==> src/rtl/uart_pkg.sv <==
// Shared definitions for the UART baud-rate generator and the UART register
// block.
//   MIN_DIV_INT  : smallest legal integer divisor. A period of one clock
//                  would leave no idle cycle between sample ticks.
//   baud_div_t   : register-block view of a divisor {div_int, div_frac} at
//                  the default widths. The generator ports carry the same
//                  {int, frac} packing.
//   def_div_int  : integer part of CLOCK_FREQ / (BAUD_RATE * OVERSAMPLE).
//   def_div_frac : fractional part of the same ratio, in units of
//                  1/2^frac_w.
package uart_pkg;

  localparam int MIN_DIV_INT = 2;

  localparam int BAUD_DIV_W  = 16;
  localparam int BAUD_FRAC_W = 4;

  typedef struct packed {
    logic [BAUD_DIV_W-1:0]  div_int;
    logic [BAUD_FRAC_W-1:0] div_frac;
  } baud_div_t;

  function automatic int unsigned def_div_int(input int unsigned clock_freq,
                                              input int unsigned baud_rate,
                                              input int unsigned oversample);
    longint unsigned num;
    longint unsigned den;
    num = 64'(clock_freq);
    den = 64'(baud_rate) * 64'(oversample);
    return 32'(num / den);
  endfunction

  function automatic int unsigned def_div_frac(input int unsigned clock_freq,
                                               input int unsigned baud_rate,
                                               input int unsigned oversample,
                                               input int unsigned frac_w);
    longint unsigned num;
    longint unsigned den;
    num = 64'(clock_freq) << frac_w;
    den = 64'(baud_rate) * 64'(oversample);
    return 32'((num / den) % (64'd1 << frac_w));
  endfunction

endpackage

==> src/rtl/uart_baud_gen_frac_div.sv <==
// Fractional sample-tick divider (frac_tick_div).
// Each sample period is div_int or div_int+1 clocks. The extra clock is taken
// when the fractional accumulator overflows, so the long-run mean period is
// div_int + div_frac/2^FRAC_W.
// Ports:
//   clk, rst_n   : clock and asynchronous active-low reset
//   en           : low clears the counter, the accumulator and the tick
//   restart      : with en high, abandons the current period and starts a
//                  new one with the accumulator at zero
//   div          : {div_int, div_frac} used at each period start
//   start        : (comb) this edge begins a period and samples div
//   tick_fire    : (comb) this edge sets sample_tick
//   sample_tick  : registered one-cycle tick at the end of each period
module frac_tick_div #(
  parameter int DIV_W  = 16,
  parameter int FRAC_W = 4
) (
  input  logic                    clk,
  input  logic                    rst_n,
  input  logic                    en,
  input  logic                    restart,
  input  logic [DIV_W+FRAC_W-1:0] div,
  output logic                    start,
  output logic                    tick_fire,
  output logic                    sample_tick
);

  localparam logic [DIV_W:0] CNT_ONE = (DIV_W+1)'(1);

  // cnt holds the edges still to come up to and including the tick edge.
  // It is one bit wider than div_int so that div_int + carry fits.
  logic [DIV_W:0]    cnt;
  logic [FRAC_W-1:0] frac_acc;
  logic              running;

  logic [FRAC_W-1:0] acc_base;
  logic [FRAC_W:0]   acc_sum;
  logic [DIV_W:0]    period;

  always_comb begin
    // The edge after a tick is edge 1 of the next period. This keeps the
    // tick edge and the divisor-sampling edge one cycle apart, so a divisor
    // swapped in at the boundary is already stable when it is sampled.
    start     = en && (!running || restart || sample_tick);
    tick_fire = en && !start && (cnt == CNT_ONE);
    acc_base  = restart ? '0 : frac_acc;
    acc_sum   = {1'b0, acc_base} + {1'b0, div[FRAC_W-1:0]};
    period    = {1'b0, div[DIV_W+FRAC_W-1:FRAC_W]}
              + {{DIV_W{1'b0}}, acc_sum[FRAC_W]};
  end

  always_ff @(posedge clk or negedge rst_n) begin
    if (!rst_n) begin
      cnt         <= '0;
      frac_acc    <= '0;
      running     <= 1'b0;
      sample_tick <= 1'b0;
    end else if (!en) begin
      cnt         <= '0;
      frac_acc    <= '0;
      running     <= 1'b0;
      sample_tick <= 1'b0;
    end else begin
      running     <= 1'b1;
      sample_tick <= tick_fire;
      if (start) begin
        // This edge is edge 1 of the period, so period-1 edges remain.
        cnt      <= period - CNT_ONE;
        frac_acc <= acc_sum[FRAC_W-1:0];
      end else if (cnt != '0) begin
        cnt <= cnt - CNT_ONE;
      end
    end
  end

endmodule

==> src/rtl/uart_baud_gen_frac.sv <==
// Runtime-programmable fractional baud-rate generator.
// Produces the oversample tick, a bit tick on the last sample of each bit, and
// a mid tick on sample OVERSAMPLE/2 of each bit.
// Ports:
//   clk, rst_n             : clock and asynchronous active-low reset
//   en                     : low holds all counters cleared
//   sync_clr               : restart pulse used to align to a start bit
//   cfg_valid / cfg_ready  : divisor handshake
//   cfg_div_int/_frac      : offered divisor, integer and fractional parts
//   cfg_err                : one-cycle pulse after an illegal divisor
//                            transfer
//   sample_tick, bit_tick,
//   mid_tick               : registered one-cycle tick outputs
//
// Config handshake: a transfer happens on a clock edge where cfg_valid and
// cfg_ready are both high. The source holds cfg_valid and the data stable
// until that edge. A legal divisor goes into the shadow register, and
// cfg_ready stays low until the shadow has been promoted at a period boundary.
// An illegal divisor (div_int below MIN_DIV_INT) is consumed and discarded,
// and cfg_ready stays high.
module uart_baud_gen_frac
  import uart_pkg::*;
#(
  parameter int unsigned CLOCK_FREQ = 100_000_000,
  parameter int unsigned BAUD_RATE  = 115_200,
  parameter int unsigned OVERSAMPLE = 16,
  parameter int          DIV_W      = 16,
  parameter int          FRAC_W     = 4
) (
  input  logic              clk,
  input  logic              rst_n,
  input  logic              en,
  input  logic              sync_clr,
  input  logic              cfg_valid,
  output logic              cfg_ready,
  input  logic [DIV_W-1:0]  cfg_div_int,
  input  logic [FRAC_W-1:0] cfg_div_frac,
  output logic              cfg_err,
  output logic              sample_tick,
  output logic              bit_tick,
  output logic              mid_tick
);

  localparam int unsigned       DEF_INT_U  = def_div_int(CLOCK_FREQ, BAUD_RATE, OVERSAMPLE);
  localparam int unsigned       DEF_FRAC_U = def_div_frac(CLOCK_FREQ, BAUD_RATE, OVERSAMPLE,
                                                          FRAC_W);
  localparam logic [DIV_W-1:0]  DEF_INT    = DIV_W'(DEF_INT_U);
  localparam logic [FRAC_W-1:0] DEF_FRAC   = FRAC_W'(DEF_FRAC_U);
  localparam logic [DIV_W-1:0]  MIN_INT    = DIV_W'(MIN_DIV_INT);

  localparam int                OS_W       = $clog2(OVERSAMPLE);
  localparam logic [OS_W-1:0]   OS_LAST    = OS_W'(OVERSAMPLE - 1);
  localparam logic [OS_W-1:0]   OS_PRE_MID = OS_W'(OVERSAMPLE / 2 - 1);
  localparam logic [OS_W-1:0]   OS_ONE     = OS_W'(1);

  logic [DIV_W-1:0]        act_int;
  logic [FRAC_W-1:0]       act_frac;
  logic [DIV_W-1:0]        shd_int;
  logic [FRAC_W-1:0]       shd_frac;
  logic [OS_W-1:0]         os_cnt;

  logic                    pending;
  logic                    xfer;
  logic                    cfg_legal;
  logic                    apply;
  logic                    start;
  logic                    tick_fire;
  logic [DIV_W+FRAC_W-1:0] div_eff;

  always_comb begin
    // cfg_ready is the inverse of the shadow-full flag.
    pending   = !cfg_ready;
    xfer      = cfg_valid && cfg_ready;
    cfg_legal = (cfg_div_int >= MIN_INT);
    // Promote the shadow at a period start or at any time while disabled.
    apply     = pending && (!en || start);
    // A period that starts on the promotion edge must already use the new
    // divisor, so the shadow is forwarded while it is pending.
    div_eff   = pending ? {shd_int, shd_frac} : {act_int, act_frac};
  end

  frac_tick_div #(
    .DIV_W  (DIV_W),
    .FRAC_W (FRAC_W)
  ) u_frac_tick_div (
    .clk         (clk),
    .rst_n       (rst_n),
    .en          (en),
    .restart     (sync_clr),
    .div         (div_eff),
    .start       (start),
    .tick_fire   (tick_fire),
    .sample_tick (sample_tick)
  );

  always_ff @(posedge clk or negedge rst_n) begin
    if (!rst_n) begin
      act_int   <= DEF_INT;
      act_frac  <= DEF_FRAC;
      shd_int   <= '0;
      shd_frac  <= '0;
      cfg_ready <= 1'b1;
      cfg_err   <= 1'b0;
    end else begin
      cfg_err <= xfer && !cfg_legal;
      if (apply) begin
        act_int   <= shd_int;
        act_frac  <= shd_frac;
        cfg_ready <= 1'b1;
      end else if (xfer && cfg_legal) begin
        shd_int   <= cfg_div_int;
        shd_frac  <= cfg_div_frac;
        cfg_ready <= 1'b0;
      end
    end
  end

  always_ff @(posedge clk or negedge rst_n) begin
    if (!rst_n) begin
      os_cnt   <= '0;
      bit_tick <= 1'b0;
      mid_tick <= 1'b0;
    end else if (!en || sync_clr) begin
      os_cnt   <= '0;
      bit_tick <= 1'b0;
      mid_tick <= 1'b0;
    end else if (tick_fire) begin
      os_cnt   <= (os_cnt == OS_LAST) ? '0 : os_cnt + OS_ONE;
      bit_tick <= (os_cnt == OS_LAST);
      mid_tick <= (os_cnt == OS_PRE_MID);
    end else begin
      bit_tick <= 1'b0;
      mid_tick <= 1'b0;
    end
  end

endmodule

==> config.mk <==
export PLATFORM = sky130hd
export DESIGN_NAME = uart_baud_gen_frac
export DESIGN_NICKNAME = d
export VERILOG_FILES = /design/src/rtl/uart_pkg.sv /design/src/rtl/uart_baud_gen_frac_div.sv /design/src/rtl/uart_baud_gen_frac.sv
export SDC_FILE = /design/constraint.sdc
export NUM_CORES = 1
export LEC_CHECK = 0
export CORE_MARGIN = 2
export CORE_UTILIZATION = 35
export CTS_CLUSTER_SIZE = 24
export DETAILED_ROUTE_END_ITERATION = 8
export PLACE_DENSITY = 0.55
export SLEW_MARGIN = 20
export SYNTH_ARGS = -nofsm -noshare
export SYNTH_HDL_FRONTEND = slang
export SYNTH_SLANG_ARGS = --single-unit
==> constraint.sdc <==
create_clock -name clk -period 3.8 [get_ports clk]
set_input_delay 0.76 -clock clk [delete_from_list [all_inputs] [get_ports clk]]
set_output_delay 0.76 -clock clk [all_outputs]
set_load 0.1 [all_outputs]
==> impl_metrics.json, run 1 <==
{
  "synthCells": 364,
  "hold_violations": 0,
  "start_util_pct": 36.3,
  "fmax_mhz": 300,
  "synth_flop_cell": "dfrtp_1",
  "clock_skew_ns": 0.00854,
  "start_kind": "input port",
  "first_pass_iters": 4,
  "multi_input_area_um2": 2150,
  "path_cells": "clkdlybuf4s50_1 > buf_4 > and2b_1 > ha_1 > a21o_1 > a21oi_2 > ha_2 > nor4bb_4 > nor2_2 > or4_1 > nand3_1 > a21oi_1",
  "cpLargestDelayFamily": "simple AND/OR/NAND/NOR gates",
  "cts_hold_buf": 0,
  "path_buf_inv": 2,
  "cap_violations": 0,
  "synth_seq_cells": 71,
  "grt.total_usage_pct": 13.7,
  "clock_path_buffers": 2,
  "clock_latency_ns": 0.33,
  "internal_power_w": 0.00237,
  "initialDrtViolationCount": 98,
  "cts_resized": 0,
  "power_switching_w": 0.00145,
  "outcome": "complete, no violations",
  "syn-mean-instance-area_um2": 11.0,
  "cts_made_buffers": 9,
  "crit_type": "in -> reg",
  "worst_pin_slew_ns": 0.969,
  "synth_warnings": 0,
  "drc": 0,
  "die_w_um": 111,
  "final_nets": 434,
  "combPwrFrac_pct": 43.3,
  "synth_area_leaders": "dfrtp_1 41%, mux2_2 13%, dfstp_2 4.0%",
  "grt_pass1_vias": 2715,
  "pre_cts_slack_ns": 0.138,
  "layout_min_cycle_time_ns": 3.33,
  "core_area_um2": 11000,
  "cp_slowest_stage_delay_ns": 0.51,
  "cts_tree": "built",
  "grt_max_degree": 34,
  "wl_um": 8040,
  "clk_pin_slew_ns": 0.06,
  "drive_above_1_share_pct": 23.0,
  "whs_ns": 0.429,
  "critPathCaptureType": "register",
  "synthTopCellsByCount": "65 x dfrtp_1, 45 x mux2_2, 24 x nand2_1",
  "post-dp-hpwl_um": 5950,
  "swShare_pct": 38.0,
  "grt-ovfl-total": 0,
  "synthesis.nets": 399,
  "slew-limit-headroom_pct": 35.2,
  "powerDensity_nw_per_um2": 799,
  "startpoint": "sync_clr",
  "syn_area_um2": 3990,
  "grt_pass1_wl_um": 13700,
  "dieArea_um2": 12300,
  "rows": 38,
  "ant_nets": 0,
  "cts.sink_count": 71,
  "clock_power_share_pct": 20.6,
  "fill_cells": 1044,
  "fin_crit_sh_pct": 87.7,
  "synth.top_cell.area_share_pct": 40.8,
  "n_antenna_cell": 0,
  "gp_congestion": 0.758,
  "routed-via-count": 2807,
  "arrival_ns": 3.52,
  "ys_types": 61,
  "antenna_found_initial": 0,
  "dieHeight_um": 111,
  "ios": 30,
  "fin_ws_ns": 0.466,
  "rsz0062_at_grt": "no",
  "ys_seq_area_share_pct": 44.7,
  "r2r-start": "cfg_ready$_DFFE_PN1P_",
  "synth_async_sr_flop_share_pct": 100,
  "wl_per_cell_um": 14.8,
  "finalSetupViolCount": 0,
  "synth_edf_count": 0,
  "portBuffers": 29,
  "worstPathRequired_ns": 3.98,
  "areaGrowthSynthToFinish_pct": 19.8,
  "report.final.slew_viol_count": 0,
  "vdd_drop_max_v": 0.000461,
  "cts-root-buf": "clkbuf_16",
  "htreeDepth": 3,
  "critPathMaxFanout": 8,
  "crit_slowest_cell": "or4_1",
  "timing.setup.tns_ns": 0,
  "synth_most_common_cell": "dfrtp_1",
  "drt-vias-per-instance": 5.16,
  "leakagePower_nw": 1.97,
  "post_cts_buffers": 0,
  "register_area_um2": 1790,
  "p_seq_share_pct": 36.1,
  "hp-class": "in -> async",
  "yosys.area.top_type": "dfrtp_1"
}
-- cell families (layout without fill, tap and decap cells) --
group | Yosys count | in the layout | synth area share [%]
xor gates and xnor gates | 23 | 23 | 5.05
adders and majority gates | 10 | 10 | 3.33
muxes | 60 | 60 | 16.5
DFF | 71 | 71 | 44.7
and+or+nand+nor | 125 | 125 | 18.1
AOI/OAI and AO/OA | 54 | 54 | 9.79
buffers and inverters | 21 | 61 | 2.54
-- placed cells by master (no fill, tap or decap), types with 10 or more instances in the layout --
master / count
mux2_2: 45
nand2_1: 24
xnor2_1: 16
mux2i_1: 15
nor3_1: 14
nor2_1: 22
buf_4: 10
dfrtp_1: 65
clkdlybuf4s50_1: 27
-- layout make-up --
type	count	area share [%]
Clock buffer	11	5.08
Clock inverter	5	0.865
Inverter	7	0.550
Multi-Input combinational cell	272	45.1
Sequential cell	71	37.4
Tap cell	140	3.67
Timing Repair Buffer	38	7.34
-- metrics by stage --
step	power [W]	instances	area [um2]	util [%]
floorplan	0.00269	364	4060	-
CTS	0.00386	544	4780	43.5
global route	0.00411	544	4780	43.5
finish	0.00382	544	4780	43.5
global placement	0.00301	528	4480	40.8
detailed placement	0.00304	528	4490	40.9
-- power by group through the flow --
stage               logic, W  registers (W)  clock network, W
finish               0.00165        0.00138          0.000786
global route         0.00183        0.00143          0.000849
CTS                  0.00166        0.00138          0.000812
detailed placement   0.00165        0.00139                 0
global placement     0.00163        0.00138                 0
floorplan            0.00136        0.00134                 0
-- sequential cells by signal, indices dropped and copies added, names as in the netlist --
| register | flops |
|---|---|
| act_frac | 4 |
| act_int | 16 |
| bit_tick | 1 |
| cfg_err | 1 |
| cfg_ready | 1 |
| mid_tick | 1 |
| os_cnt | 4 |
| shd_frac | 4 |
| shd_int | 16 |
| u_frac_tick_div.cnt | 17 |
| u_frac_tick_div.frac_acc | 4 |
| u_frac_tick_div.running | 1 |
| u_frac_tick_div.sample_tick | 1 |
-- per-layer routing --
layer,global-route usage [%],vias to the layer above,wire [um]
met5,0,-,0
met4,4.67,0,124
met3,2.57,10,266
met2,20.6,52,3530
met1,19.8,1337,4130
li1,-,1408,-
-- final timing paths --
check                      slack (ns)                                   to  cells past startpoint
setup reg to reg                 0.49  u_frac_tick_div.cnt[10]$_DFFE_PN0P_                     13
min in group clk                 0.50                   mid_tick$_DFF_PN0_                      1
hold reg to reg                  0.50                   mid_tick$_DFF_PN0_                      1
max in group asynchronous        2.53               act_int[5]$_DFFE_PN1P_                      2
setup / recovery                 0.47  u_frac_tick_div.cnt[10]$_DFFE_PN0P_                     12
hold / removal                   0.43              shd_frac[2]$_DFFE_PN0P_                      1
(Power assumes the default switching activity.)
==> run 2: changes to the inputs <==
Settings changed: CORE_MARGIN 2 to not set, CORE_UTILIZATION 35 to 53, PLACE_DENSITY 0.55 to 0.77.
==> impl_metrics.json, run 2 (synthesized netlist as in run 1, its figures left out) <==
{
  "fin_crit_sh_pct": 87.9,
  "wl_per_cell_um": 16.0,
  "dieHeight_um": 88.7,
  "cts_made_buffers": 9,
  "worst_pin_slew_ns": 0.975,
  "powerDensity_nw_per_um2": 784,
  "first_pass_iters": 5,
  "fill_cells": 610,
  "outcome": "complete, no violations",
  "start_util_pct": 55.0,
  "final_cell_mix": "65 x dfrtp_1, 45 x mux2_2, 27 x clkdlybuf4s50_1",
  "rsz0062_at_grt": "no",
  "vdd_drop_max_v": 0.000713,
  "rows": 31,
  "portBuffers": 29,
  "gp_congestion": 0.865,
  "drc": 0,
  "core_area_um2": 7250,
  "cap_violations": 0,
  "n_antenna_cell": 0,
  "cp_slowest_stage_delay_ns": 0.52,
  "grt_pass1_vias": 2837,
  "routed-via-count": 2880,
  "path_cells": "clkdlybuf4s50_1 > and2b_1 > ha_1 > inv_1 > fa_1 > inv_1 > a21o_1 > a21oi_2 > ha_2 > nor4b_4 > nor2_2 > nor4_1 > xnor2_1 > a21o_1",
  "initialDrtViolationCount": 131,
  "arrival_ns": 3.57,
  "antenna_found_initial": 0,
  "final_util_pct": 63.9,
  "post-dp-hpwl_um": 5720,
  "crit_slowest_cell": "clkdlybuf4s50_1",
  "largest_register_ffs": 17,
  "layout_commonest_cell": "dfrtp_1",
  "hp-class": "in -> async",
  "worstPathRequired_ns": 4.03,
  "die_w_um": 88.7,
  "start_kind": "input port",
  "cts_tree": "built",
  "critPathMaxFanout": 8,
  "clock_skew_ns": 0.0128,
  "clk_pin_slew_ns": 0.08,
  "drive_above_1_share_pct": 22.5,
  "ant_nets": 0,
  "ios": 30,
  "grt_max_degree": 37,
  "dieArea_um2": 7870,
  "crit_type": "in -> reg",
  "final_nets": 434,
  "leakagePower_nw": 1.94,
  "finalSetupViolCount": 0,
  "grt_pass1_wl_um": 13500,
  "drt-vias-per-instance": 5.73,
  "areaGrowthSynthToFinish_pct": 16.2,
  "clock_path_buffers": 2,
  "slew-limit-headroom_pct": 34.8,
  "hold_violations": 0,
  "cts-root-buf": "clkbuf_8",
  "clock_latency_ns": 0.34,
  "cts_resized": 0,
  "largestRegisters": "u_frac_tick_div.cnt x17, act_int x16, shd_int x16",
  "timing.setup.tns_ns": 0,
  "cts_hold_buf": 0,
  "wl_um": 8040,
  "grt-ovfl-total": 0,
  "report.final.slew_viol_count": 0,
  "grt.total_usage_pct": 22.8,
  "fmax_mhz": 299,
  "cts.sink_count": 71,
  "htreeDepth": 3,
  "largest_register": "u_frac_tick_div.cnt",
  "cpLargestDelayFamily": "simple AND/OR/NAND/NOR gates",
  "post_cts_buffers": 0,
  "critPathCaptureType": "register",
  "path_buf_inv": 3,
  "layout_min_cycle_time_ns": 3.34
}
-- run 2: cell types whose count changed in the layout (fill, tap and decap cells not counted) --
cell	before	now
bufinv_16	0	1
clkbuf_16	9	0
clkinv_2	0	1
clkbuf_1	1	3
inv_6	2	0
clkinvlp_4	2	0
clkbuf_8	1	10
-- run 2: worst paths after layout --
path	start	to	slack, ns	depth (start not counted)
worst max-delay path	sync_clr	u_frac_tick_div.cnt[14]$_DFFE_PN0P_	0.46	14
worst min-delay path	rst_n	act_int[11]$_DFFE_PN0P_	0.36	1
worst max register to register	cfg_ready$_DFFE_PN1P_	u_frac_tick_div.cnt[14]$_DFFE_PN0P_	0.53	13
worst min register to register	act_frac[0]$_DFFE_PN0P_	act_frac[0]$_DFFE_PN0P_	0.51	1
max in group asynchronous	rst_n	act_int[2]$_DFFE_PN1P_	2.63	2
min in group clk	act_frac[0]$_DFFE_PN0P_	act_frac[0]$_DFFE_PN0P_	0.51	1
-- run 2: final cells by class --
cell class	count	area (um2)	share of cell area, %
clock inverters	3	43.8	0.945
well taps	99	124	2.67
repair buffers	38	350	7.56
inverters	7	26.3	0.567
multi-input cells	272	2150	46.4
flip-flops and latches	71	1790	38.6
clock buffers	13	149	3.21
-- run 2: per-stage QoR --
stage | hold WS [ns] | setup slack (ns) | total power, W | instances | area [um2]
final | 0.360 | 0.460 | 0.00363 | 503 | 4630
after detailed placement | 0.494 | 0.145 | 0.00303 | 487 | 4440
after global placement | 0.485 | 0.171 | 0.00296 | 487 | 4430
after floorplan | 0.461 | 0.0233 | 0.00269 | 364 | 4060
after CTS | 0.363 | 0.484 | 0.00365 | 503 | 4630
after global routing | 0.378 | 0.289 | 0.00389 | 503 | 4630
-- run 2: routing by layer --
metal / GRT usage [%] / vias to the layer above / routed length [um] / part of all wire (%)
li1: - / 1406 / - / -
met5: 0 / - / 0 / 0
met3: 3.82 / 10 / 326 / 4.1
met2: 36.7 / 68 / 3910 / 49
met4: 9.82 / 0 / 102 / 1.3
met1: 30.4 / 1396 / 3700 / 46
-- run 2: report_power, final --
| part | switching [W] | internal, W |
|---|---|---|
| Sequential | 0.000299 | 0.00108 |
| Combinational | 0.000834 | 0.000820 |
| Clock | 0.000276 | 0.000322 |
| Total | 0.00141 | 0.00222 |
-- run 2: worst register-to-register path, stage by stage (launching register included) --
cell,delay (ns)
dfstp_4,0.68
mux2_2,0.36
ha_1,0.21
inv_1,0.07
fa_1,0.19
inv_1,0.05
a21o_1,0.16
a21oi_2,0.16
ha_2,0.23
nor4b_4,0.22
nor2_2,0.13
nor4_1,0.40
xnor2_1,0.13
a21o_1,0.19
==> run 3: changes to the inputs <==
Settings changed: CORE_MARGIN set to 2.
==> impl_metrics.json, run 3 (synthesized netlist as in run 1, its figures left out) <==
{
  "path_cells": "clkdlybuf4s50_1 > and2b_1 > ha_1 > inv_1 > fa_1 > inv_1 > a21o_1 > a21oi_2 > ha_2 > nor4bb_4 > nor2_2 > or4_1 > nand3_1 > a21oi_1",
  "leakagePower_nw": 1.95,
  "grt_pass1_vias": 2857,
  "drive_above_1_share_pct": 22.8,
  "core_area_um2": 7250,
  "timing.setup.tns_ns": 0,
  "first_pass_iters": 4,
  "largestRegisters": "u_frac_tick_div.cnt x17, act_int x16, shd_int x16",
  "report.final.slew_viol_count": 0,
  "clock_skew_ns": 0.0119,
  "cts_resized": 0,
  "areaGrowthSynthToFinish_pct": 17.3,
  "final_nets": 434,
  "cp_slowest_stage_delay_ns": 0.52,
  "crit_type": "in -> reg",
  "cap_violations": 0,
  "cts_made_buffers": 9,
  "dieHeight_um": 90.7,
  "r2r-end": "u_frac_tick_div.cnt[10]$_DFFE_PN0P_",
  "rows": 31,
  "fmax_mhz": 302,
  "rsz0062_at_grt": "no",
  "antenna_found_initial": 0,
  "layout_commonest_cell": "dfrtp_1",
  "post_cts_buffers": 0,
  "vdd_drop_max_v": 0.000582,
  "n_antenna_cell": 0,
  "wl_per_cell_um": 16.0,
  "cts.sink_count": 71,
  "path_buf_inv": 3,
  "powerDensity_nw_per_um2": 803,
  "grt_pass1_wl_um": 14000,
  "cts-root-buf": "clkbuf_8",
  "slew-limit-headroom_pct": 35.8,
  "largest_register_ffs": 17,
  "critPathCaptureType": "register",
  "layout_min_cycle_time_ns": 3.31,
  "r2r_slack_ns": 0.56,
  "die_w_um": 90.7,
  "crit_top_cell": "inv_1",
  "fin_crit_sh_pct": 87.2,
  "grt_max_degree": 37,
  "worstPathRequired_ns": 4.01,
  "ios": 30,
  "r2r-start": "cfg_ready$_DFFE_PN1P_",
  "start_util_pct": 55.0,
  "drt-vias-per-instance": 5.72,
  "arrival_ns": 3.52,
  "clock_path_buffers": 2,
  "cts_hold_buf": 0,
  "post-dp-hpwl_um": 5700,
  "cts_tree": "built",
  "outcome": "complete, no violations",
  "fill_cells": 577,
  "cpLargestDelayFamily": "simple AND/OR/NAND/NOR gates",
  "drc": 0,
  "portBuffers": 29,
  "wl_um": 8060,
  "final_cell_mix": "65 x dfrtp_1, 45 x mux2_2, 27 x clkdlybuf4s50_1",
  "hold_violations": 0,
  "htreeDepth": 3,
  "gp_congestion": 0.879,
  "r2r_cells": 13,
  "whs_ns": 0.491,
  "finalSetupViolCount": 0,
  "hp-class": "in -> async",
  "start_kind": "input port",
  "largest_register": "u_frac_tick_div.cnt",
  "critPathMaxFanout": 8,
  "worst_pin_slew_ns": 0.961,
  "initialDrtViolationCount": 129,
  "crit_slowest_cell": "clkdlybuf4s50_1",
  "grt.total_usage_pct": 21.2,
  "ant_nets": 0,
  "clock_latency_ns": 0.35,
  "dieArea_um2": 8230,
  "grt-ovfl-total": 0,
  "routed-via-count": 2876,
  "clk_pin_slew_ns": 0.08
}
==> run 3: cell types whose count changed in the layout (fill, tap and decap cells not counted), sizes merged <==
cell	previous run	this run
clkbuf	13	11
clkinvlp	0	1
clkinv	2	1
bufinv	1	3
==> run 3: layout make-up <==
type                            count  area, um2  share of cell area [%]
Tap cell                           99        124                    2.65
Inverter                            7       26.3                   0.562
Clock inverter                      5        106                    2.27
Timing Repair Buffer               38        350                    7.49
Sequential cell                    71       1790                    38.2
Clock buffer                       11        131                    2.81
Multi-Input combinational cell    272       2150                    46.0
==> run 3: metal layers <==
metal  GRT usage (%)  part of all wire (%)  vias to the layer above
met1            29.4                    47                     1384
met5               0                     0                        -
met2            33.3                    48                       78
met3            4.34                   4.4                        7
met4            6.92                   1.2                        0
li1                -                     -                     1407
==> run 3: through the flow <==
step	utilization, %	setup WS [ns]	instances	cell area [um2]	power (W)
final	64.5	0.485	503	4680	0.00375
after global placement	61.1	0.170	487	4430	0.00296
after global routing	64.5	0.278	503	4680	0.00402
after detailed placement	61.1	0.124	487	4430	0.00302
after CTS	64.4	0.485	503	4670	0.00377
after floorplan	-	0.0233	364	4060	0.00269
==> run 3: power breakdown <==
part           leakage [nW]  internal [W]  switching [W]
sequential            0.871       0.00108       0.000296
combinational         0.968      0.000819       0.000827
clock                 0.114      0.000438       0.000294
total                  1.95       0.00234        0.00142
==> run 3: worst max path at each step <==
stage               depth (start not counted)             startpoint                                   to
CTS                                        14               sync_clr  u_frac_tick_div.cnt[10]$_DFFE_PN0P_
finish                                     14               sync_clr  u_frac_tick_div.cnt[10]$_DFFE_PN0P_
global route                               14               sync_clr  u_frac_tick_div.cnt[13]$_DFFE_PN0P_
floorplan                                  17  cfg_ready$_DFFE_PN1P_  u_frac_tick_div.cnt[10]$_DFFE_PN0P_
global placement                           14               sync_clr  u_frac_tick_div.cnt[10]$_DFFE_PN0P_
detailed placement                         14               sync_clr  u_frac_tick_div.cnt[10]$_DFFE_PN0P_
==> run 3: worst register-to-register path, delay by kind of cell, from the launching register on <==
kind | cells | cell delay [ns]
simple gates | 4 | 0.96
flops | 1 | 0.68
fa+ha+maj | 3 | 0.62
compound gates | 3 | 0.39
mux | 1 | 0.36
buf+inv | 2 | 0.12
